### src/rtl/ram_access_arbiter.sv
// Sequencer/arbiter for a single-port 32x4 RAM: zero-sweep after reset, then one access per cycle
// shared between requesters A and B. Define ARB_ROUND_ROBIN_EN for alternating arbitration.
module ram_access_arbiter #(
  parameter int ADDR_W = 5,
  parameter int DATA_W = 4
) (
  input  logic              CLOCK_50,
  input  logic              reset_n,
  input  logic              a_req,
  input  logic              a_we,
  input  logic [ADDR_W-1:0] a_addr,
  input  logic [DATA_W-1:0] a_wdata,
  output logic              a_gnt,
  output logic              a_rvalid,
  output logic [DATA_W-1:0] a_rdata,
  input  logic              b_req,
  input  logic              b_we,
  input  logic [ADDR_W-1:0] b_addr,
  input  logic [DATA_W-1:0] b_wdata,
  output logic              b_gnt,
  output logic              b_rvalid,
  output logic [DATA_W-1:0] b_rdata,
  output logic [ADDR_W-1:0] ram_address,
  output logic [DATA_W-1:0] ram_data,
  output logic              ram_wren,
  input  logic [DATA_W-1:0] ram_q,
  output logic              busy
);

  typedef enum logic [1:0] {S_WAIT, S_CLEAR, S_RUN} state_t;

  state_t            state, state_nxt;
  logic [ADDR_W-1:0] cnt, cnt_nxt;
  logic [ADDR_W-1:0] hold_addr;
  logic [DATA_W-1:0] hold_data;
  logic              run, a_win, b_win;

  assign run  = (state == S_RUN);
  assign busy = ~run;

`ifdef ARB_ROUND_ROBIN_EN
  // 1 = B held the last grant, so A wins the next tie
  logic last_b;

  always_comb begin
    a_win = a_req & (~b_req | last_b);
    b_win = b_req & ~a_win;
  end

  always_ff @(posedge CLOCK_50 or negedge reset_n) begin
    if (!reset_n)   last_b <= 1'b1;
    else if (a_gnt) last_b <= 1'b0;
    else if (b_gnt) last_b <= 1'b1;
  end
`else
  always_comb begin
    a_win = a_req;
    b_win = b_req & ~a_req;
  end
`endif

  assign a_gnt = run & a_win;
  assign b_gnt = run & b_win;

  always_comb begin
    state_nxt   = state;
    cnt_nxt     = cnt;
    ram_wren    = 1'b0;
    ram_address = hold_addr;
    ram_data    = hold_data;
    case (state)
      S_WAIT: state_nxt = S_CLEAR;
      S_CLEAR: begin
        ram_wren    = 1'b1;
        ram_address = cnt;
        ram_data    = '0;
        cnt_nxt     = cnt + 1'b1;
        if (cnt == '1) state_nxt = S_RUN;
      end
      S_RUN: begin
        if (a_gnt) begin
          ram_wren    = a_we;
          ram_address = a_addr;
          ram_data    = a_wdata;
        end else if (b_gnt) begin
          ram_wren    = b_we;
          ram_address = b_addr;
          ram_data    = b_wdata;
        end
      end
      default: state_nxt = S_WAIT;
    endcase
  end

  // Idle cycles keep the last address/data on the RAM bus
  always_ff @(posedge CLOCK_50 or negedge reset_n) begin
    if (!reset_n) begin
      state     <= S_WAIT;
      cnt       <= '0;
      hold_addr <= '0;
      hold_data <= '0;
      a_rvalid  <= 1'b0;
      b_rvalid  <= 1'b0;
    end else begin
      state     <= state_nxt;
      cnt       <= cnt_nxt;
      hold_addr <= ram_address;
      hold_data <= ram_data;
      a_rvalid  <= a_gnt & ~a_we;
      b_rvalid  <= b_gnt & ~b_we;
    end
  end

  assign a_rdata = ram_q;
  assign b_rdata = ram_q;

endmodule

### config.mk
export PLATFORM = sky130hd
export DESIGN_NAME = ram_access_arbiter
export DESIGN_NICKNAME = d
export VERILOG_FILES = /design/src/rtl/ram_access_arbiter.sv
export SDC_FILE = /design/constraint.sdc
export NUM_CORES = 1
export LEC_CHECK = 0
export CORE_MARGIN = 2
export CORE_UTILIZATION = 38
export CTS_BUF_LIST = sky130_fd_sc_hd__clkbuf_2
export DETAILED_ROUTE_END_ITERATION = 10
export PLACE_DENSITY = 0.78
export SKIP_LAST_GASP = 1
export SYNTH_ARGS = -nofsm -noshare
export SYNTH_HDL_FRONTEND = slang
export SYNTH_SLANG_ARGS = --single-unit
### constraint.sdc
create_clock -name CLOCK_50 -period 1.68 [get_ports CLOCK_50]
set_input_delay 0.336 -clock CLOCK_50 [delete_from_list [all_inputs] [get_ports CLOCK_50]]
set_output_delay 0.336 -clock CLOCK_50 [all_outputs]
set_load 0.01 [all_outputs]
==> results of run 1 <==
-- cell usage after synthesis, drive strengths merged (4+ instances only) --
| master | number |
|---|---|
| a21oi | 8 |
| and3 | 7 |
| buf | 14 |
| dfrtp | 18 |
| ha | 6 |
| inv | 9 |
| nor2b | 4 |
| o21ai | 9 |
| o2bb2ai | 4 |
| o31ai | 4 |
-- state kept, by name, indices dropped and copies added, names as in the netlist --
name,flops
a_rvalid,1
b_rvalid,1
cnt,5
hold_addr,5
hold_data,4
state,2
-- cell families (layout without fill, tap and decap cells) --
| kind of cell | Yosys count | after routing | share of synthesized area (%) |
|---|---|---|---|
| flops | 18 | 18 | 40.91 |
| simple gates | 26 | 26 | 13.30 |
| buf+inv | 23 | 81 | 11.82 |
| fa+ha+maj | 6 | 6 | 6.818 |
| compound gates | 36 | 36 | 21.70 |
| xor+xnor | 3 | 3 | 2.387 |
| mux | 3 | 3 | 3.068 |
-- per-stage QoR --
stage	instance area [um2]	std cells	setup slack, ps	hold slack [ps]	utilization [%]
after global placement	1600	190	-788.2	480.0	58.03
after detailed placement	1600	190	-828.0	479.8	58.03
after CTS	1747	200	-510.9	323.9	63.34
after floorplan	1115	115	-21.10	40.41	-
final	1911	204	-519.8	326.6	69.28
after global routing	1911	204	-622.9	327.6	69.28
-- layer usage --
metal / up-vias / wire, um
met2: 36 / 1837
met5: - / 0
met1: 535 / 1415
met3: 8 / 187
met4: 0 / 60
li1: 520 / -
-- what timing repair did --
item                       in CTS  in global routing
pin swaps                       9                 18
cloned                          0                  1
buffers inserted                6                  3
hold endpoints to repair        0                  0
hold buffers                    0                  0
setup endpoints to repair      13                 14
gates resized for setup        79                 29
-- report_power, final --
group	switching [mW]	total, mW	internal, mW
logic	0.117	0.269	0.151
registers	0.0130	0.471	0.458
clock network	0.138	0.190	0.0518
total	0.268	0.929	0.661
-- worst min path at each step --
stage,slack (ps),to,from
global placement,480,hold_data[1],hold_data[1]
global route,330,cnt[4],reset_n
floorplan,40,a_rvalid,reset_n
detailed placement,480,hold_data[1],hold_data[1]
finish,330,cnt[4],reset_n
CTS,320,cnt[4],reset_n
-- layout make-up --
class	instances	area, um2
flip-flops and latches	18	451.7
clock inverters	1	3.754
clock buffers	3	15.01
repair buffers	68	625.6
inverters	9	45.04
fillers	199	847.1
multi-input cells	74	730.7
well taps	31	38.79
==> flow_summary.ini, run 1 <==
[timing]
setup_violations = 13
maxSlewHeadroom_pct = 78.92
tns_ps = -5527
skew_ps = 0.6939
final-hold-violation-count = 0
max_freq_ghz = 0.4546
min_period_ps = 2200
worstMarginPinSlew_ps = 312.9
slew_violations = 0
fin_crit_sh_pct = 130.9
rsz0062_at_grt = yes
fin_ws_ps = -519.8

[setup_path]
cpLargestDelayFamily = flip-flops
cp.depth = 7
r2r-start = cnt[1]
r2r_cells = 7
crit_chain = buf_6 > ha_4 > buf_6 > a22o_1 > o21ai_2 > a32oi_2 > buf_2
crit_end = ram_address[4]
criticalPathCategory = register to primary output
critPathSlowestCell = dfrtp_2
cpPeakStageDelay_ps = 480
critPathLaunch = state[1]
cp.required_ps = 1340
rrSetupSlack_ps = 30
endpoint_kind = primary output
cp_max_fo = 5
reg2reg_to = state[0]
path_buf_inv = 3
crit_path_start_kind = register
critPathMostFrequentCell = buf_6
arrival_ps = 1860

[global_routing]
met2_usage_pct = 34.90
grt.busiest_layer = met2
grt_util_all_layers_pct = 19.89
grt_pass1_wl_um = 5264
grt_max_degree = 19
gr-usage-met3_pct = 4.911
use_met1_pct = 24.68
grt_pass1_vias = 1174
antenna_found_initial = 0
grt-ovfl-total = 0

[die]
rows = 19
fp.dieH_um = 57.83
fp.dieW_um = 57.83
start_util_pct = 39.93
coreArea_mm2 = 0.002758
dieArea_mm2 = 0.003344
pin_count = 51

[place]
gp_congestion = 0.8092
place_hpwl_um = 2199
portBuffers = 38

[yosys]
yosys-top-cells-area = dfrtp_1 (41%), ha_1 (6.8%), buf_4 (5.5%), and3_1 (4.0%), a21oi_1 (3.6%)
syn_inst = 115
synth.avg_cell_area_um2 = 9.574
synth_nets = 149
yosysTopAreaCellShare_pct = 40.91
async_flop_share_pct = 100.0
yosysUniqueCellTypes = 32
synth-edff-count = 0
synth_seq_cells = 18
seq_area_frac_synth_pct = 40.91
yosysWarningCount = 0
syn_area_mm2 = 0.001101
synth-main-ff-cell = dfrtp_1
yosysTopAreaCell = dfrtp_1

[clock_network]
root_buffer = clkbuf_2
numCtsBuffers = 3
clockBufferDepth = 2
clk_latency_ps = 300
clock-sinks = 18
clkTransAtPathRegs_ps = 170
cts_tree = done
cts_htree_levels = 1

[drt]
drt_wl_total_um = 3501
route.detailed.drc = 0
dr.pass1.iters = 4
drtAntennaViolNets = 0
vias_per_cell = 5.387
avgRoutedWirePerCell_um = 17.16
via_count = 1099
drt_iter0_markers = 27

[pwr]
leakage_nw = 0.8546
irDropWorstVdd_v = 0.0005617
powerDensity_mw_per_mm2 = 486.3
power_mw = 0.9291

[finish]
final_nets = 208
n_antenna_cell = 0
syn_to_final_growth_pct = 73.52
layout_commonest_cell = clkdlybuf4s50_1
final_cell_mix = clkdlybuf4s50_1 (25), buf_4 (19), dfrtp_1 (17)
drive_gt1_share_pct = 48.55

[worst_hold_path]
min_path_type = primary input to async pin

[status]
violations = setup timing
outcome = finished with violations

[job]
cap_viol_max_count = 0
Note: power is estimated with default switching activity, not from simulation.
==> inputs of run 2 (changes only) <==
--- a/config.mk
+++ b/config.mk
@@ -5,12 +5,14 @@
 export SDC_FILE = /design/constraint.sdc
 export NUM_CORES = 1
 export LEC_CHECK = 0
+export ABC_AREA = 1
 export CORE_MARGIN = 2
 export CORE_UTILIZATION = 38
 export CTS_BUF_LIST = sky130_fd_sc_hd__clkbuf_2
 export DETAILED_ROUTE_END_ITERATION = 10
 export PLACE_DENSITY = 0.78
 export SKIP_LAST_GASP = 1
+export SLEW_MARGIN = 20
 export SYNTH_ARGS = -nofsm -noshare
 export SYNTH_HDL_FRONTEND = slang
 export SYNTH_SLANG_ARGS = --single-unit
==> run 2 against run 1 <==
Against the previous run: the flow still finishes with violations (setup timing); die area up 0.21%; register-to-register slack better by 90 ps; wire length down 5.3%; largest power group unchanged; first-iteration DRC count rose to 3.2 times the previous value; design area down 6.4%; clock-buffer cell count unchanged; sequential power about the same; non-clock buffer count down 2; hold slack worse by 6.5 ps; highest routed layer unchanged.
==> flow_summary.ini, run 2 <==
[drt]
route.detailed.drc = 0
drt_iter0_markers = 87
dr.pass1.iters = 4
avgRoutedWirePerCell_um = 14.00
via_count = 1186
drt_wl_total_um = 3317
vias_per_cell = 5.004
drtAntennaViolNets = 0

[finish]
n_antenna_cell = 0
layout_commonest_cell = nand2_1
syn_to_final_growth_pct = 62.02
final_area_mm2 = 0.001788
num-fill-cells = 220
final_nets = 241
drive_gt1_share_pct = 36.41
final_cells = 237
final_cell_mix = nand2_1 (30), clkdlybuf4s50_1 (25), buf_4 (22)
top_regs = cnt: 5 flops, hold_addr: 5 flops, hold_data: 4 flops
utilization_pct = 64.84

[place]
placed_area_mm2 = 0.001619
place_hpwl_um = 2349
post-place-ws_ps = -739.7
gp_congestion = 0.8225
placedCellCount = 226
portBuffers = 38

[global_routing]
grt_util_all_layers_pct = 21.56
antenna_found_initial = 0
grt-ovfl-total = 0
grt_max_degree = 19
grt_pass1_wl_um = 5492
grt_pass1_vias = 1254

[yosys]
synth_nets = 181
syn_inst = 147
seq_area_frac_synth_pct = 40.82
yosysTopAreaCellShare_pct = 40.82
yosysTopAreaCell = dfrtp_1
synth.avg_cell_area_um2 = 7.507
syn_area_mm2 = 0.001104
yosysUniqueCellTypes = 19
synth_seq_cells = 18
yosysWarningCount = 0
async_flop_share_pct = 100.0
yosysMostFrequentCell = nand2_1
synth_commonest_cells = nand2_1 (34), nor2_1 (25), dfrtp_1 (18)
synth-edff-count = 0
synth-main-ff-cell = dfrtp_1
yosys-top-cells-area = dfrtp_1 (41%), nand2_1 (12%), nor2_1 (8.5%), ha_1 (6.8%), a21oi_1 (5.4%)

[clock_network]
clk_latency_ps = 320
clkTransAtPathRegs_ps = 180
clock-sinks = 18
numCtsBuffers = 3
root_buffer = clkbuf_2
cts_htree_levels = 1
cts_tree = done
clockBufferDepth = 2

[pwr]
leakage_nw = 0.9099
power_mw = 0.9346
powerDensity_mw_per_mm2 = 522.7
irDropWorstVdd_v = 0.0004065

[timing]
worstMarginPinSlew_ps = 248.4
holdWs_ps = 320.2
min_period_ps = 2084
max_freq_ghz = 0.4798
fin_ws_ps = -404.4
tns_ps = -3883
maxSlewHeadroom_pct = 83.44
skew_ps = 4.356
rsz0062_at_grt = yes
slew_violations = 0
final-hold-violation-count = 0
fin_crit_sh_pct = 124.1
setup_violations = 12

[die]
fp.dieH_um = 57.89
coreArea_mm2 = 0.002758
pin_count = 51
fp.dieW_um = 57.89
rows = 19
dieArea_mm2 = 0.003351
start_util_pct = 40.02

[setup_path]
cp_max_fo = 4
r2r_cells = 8
arrival_ps = 1750
criticalPathCategory = register to primary output
critPathLaunch = state[0]
crit_path_start_kind = register
endpoint_kind = primary output
cp.required_ps = 1340
r2r-start = state[1]

[job]
cap_viol_max_count = 0

[status]
outcome = finished with violations
violations = setup timing

[worst_hold_path]
min_path_type = primary input to async pin
[run 2: cell types whose count changed after synthesis, sizes merged, moves of 4 or more]
cell and change:
nand2 +31, nor2 +23, nand3 +8, inv +7, and3 -6, a21oi +4
nor2b -4, o21ai -4, o2bb2ai -4, o31ai -4
[run 2: layout make-up]
class | count | area (um2) | share of cell area, %
well taps | 31 | 38.79 | 2.169
repair buffers | 66 | 569.3 | 31.84
flip-flops and latches | 18 | 451.7 | 25.26
multi-input cells | 102 | 646.9 | 36.18
inverters | 16 | 62.56 | 3.499
clock inverters | 1 | 3.754 | 0.2099
clock buffers | 3 | 15.01 | 0.8398
[run 2: timing repair]
action | CTS | global route
hold buffers | 0 | 0
buffers inserted | 9 | 3
endpoints found under the setup margin | 15 | 16
resized for setup | 88 | 9
pin swaps | 9 | 4
[run 2: cell families (layout without fill, tap and decap cells)]
family                   Yosys count  count (layout)  synth area share (%)
AO/OA/AOI/OAI                     20              20                 9.750
flip-flops                        18              18                 40.82
AND/OR/NAND/NOR                   73              73                 27.44
adder cells (fa/ha/maj)            6               6                 6.803
buffers and inverters             27              86                 12.81
XOR/XNOR                           3               3                 2.381
[run 2: layer usage]
| metal | vias up | track usage, % | wire (um) |
|---|---|---|---|
| li1 | 577 | - | - |
| met1 | 567 | 23.80 | 1377 |
| met2 | 34 | 39.45 | 1709 |
| met3 | 8 | 4.911 | 180 |
| met4 | 0 | 8.970 | 48 |
| met5 | - | 0 | 0 |
[run 2: path summary, 6_finish.rpt]
path / end / slack [ps]
worst max-delay path: ram_address[0] / -400
worst min-delay path: hold_addr[4] / 320
worst max register to register: state[0] / 120
worst min register to register: cnt[3] / 530
max in group asynchronous: state[1] / 1140
min in group CLOCK_50: cnt[3] / 530
[run 2: power by group]
part	total, mW	internal (mW)	switching (mW)
Sequential	0.468	0.457	0.0110
Combinational	0.267	0.144	0.122
Clock	0.200	0.0517	0.148
[run 2: critical path, stage by stage (launching register included)]
cell and delay [ps]:
dfrtp_1 450, inv_4 110, ha_4 160, nand2_2 80, buf_4 150, nor2_1 140
nor2_2 50, nand2_1 80, a21oi_2 70, buf_2 150
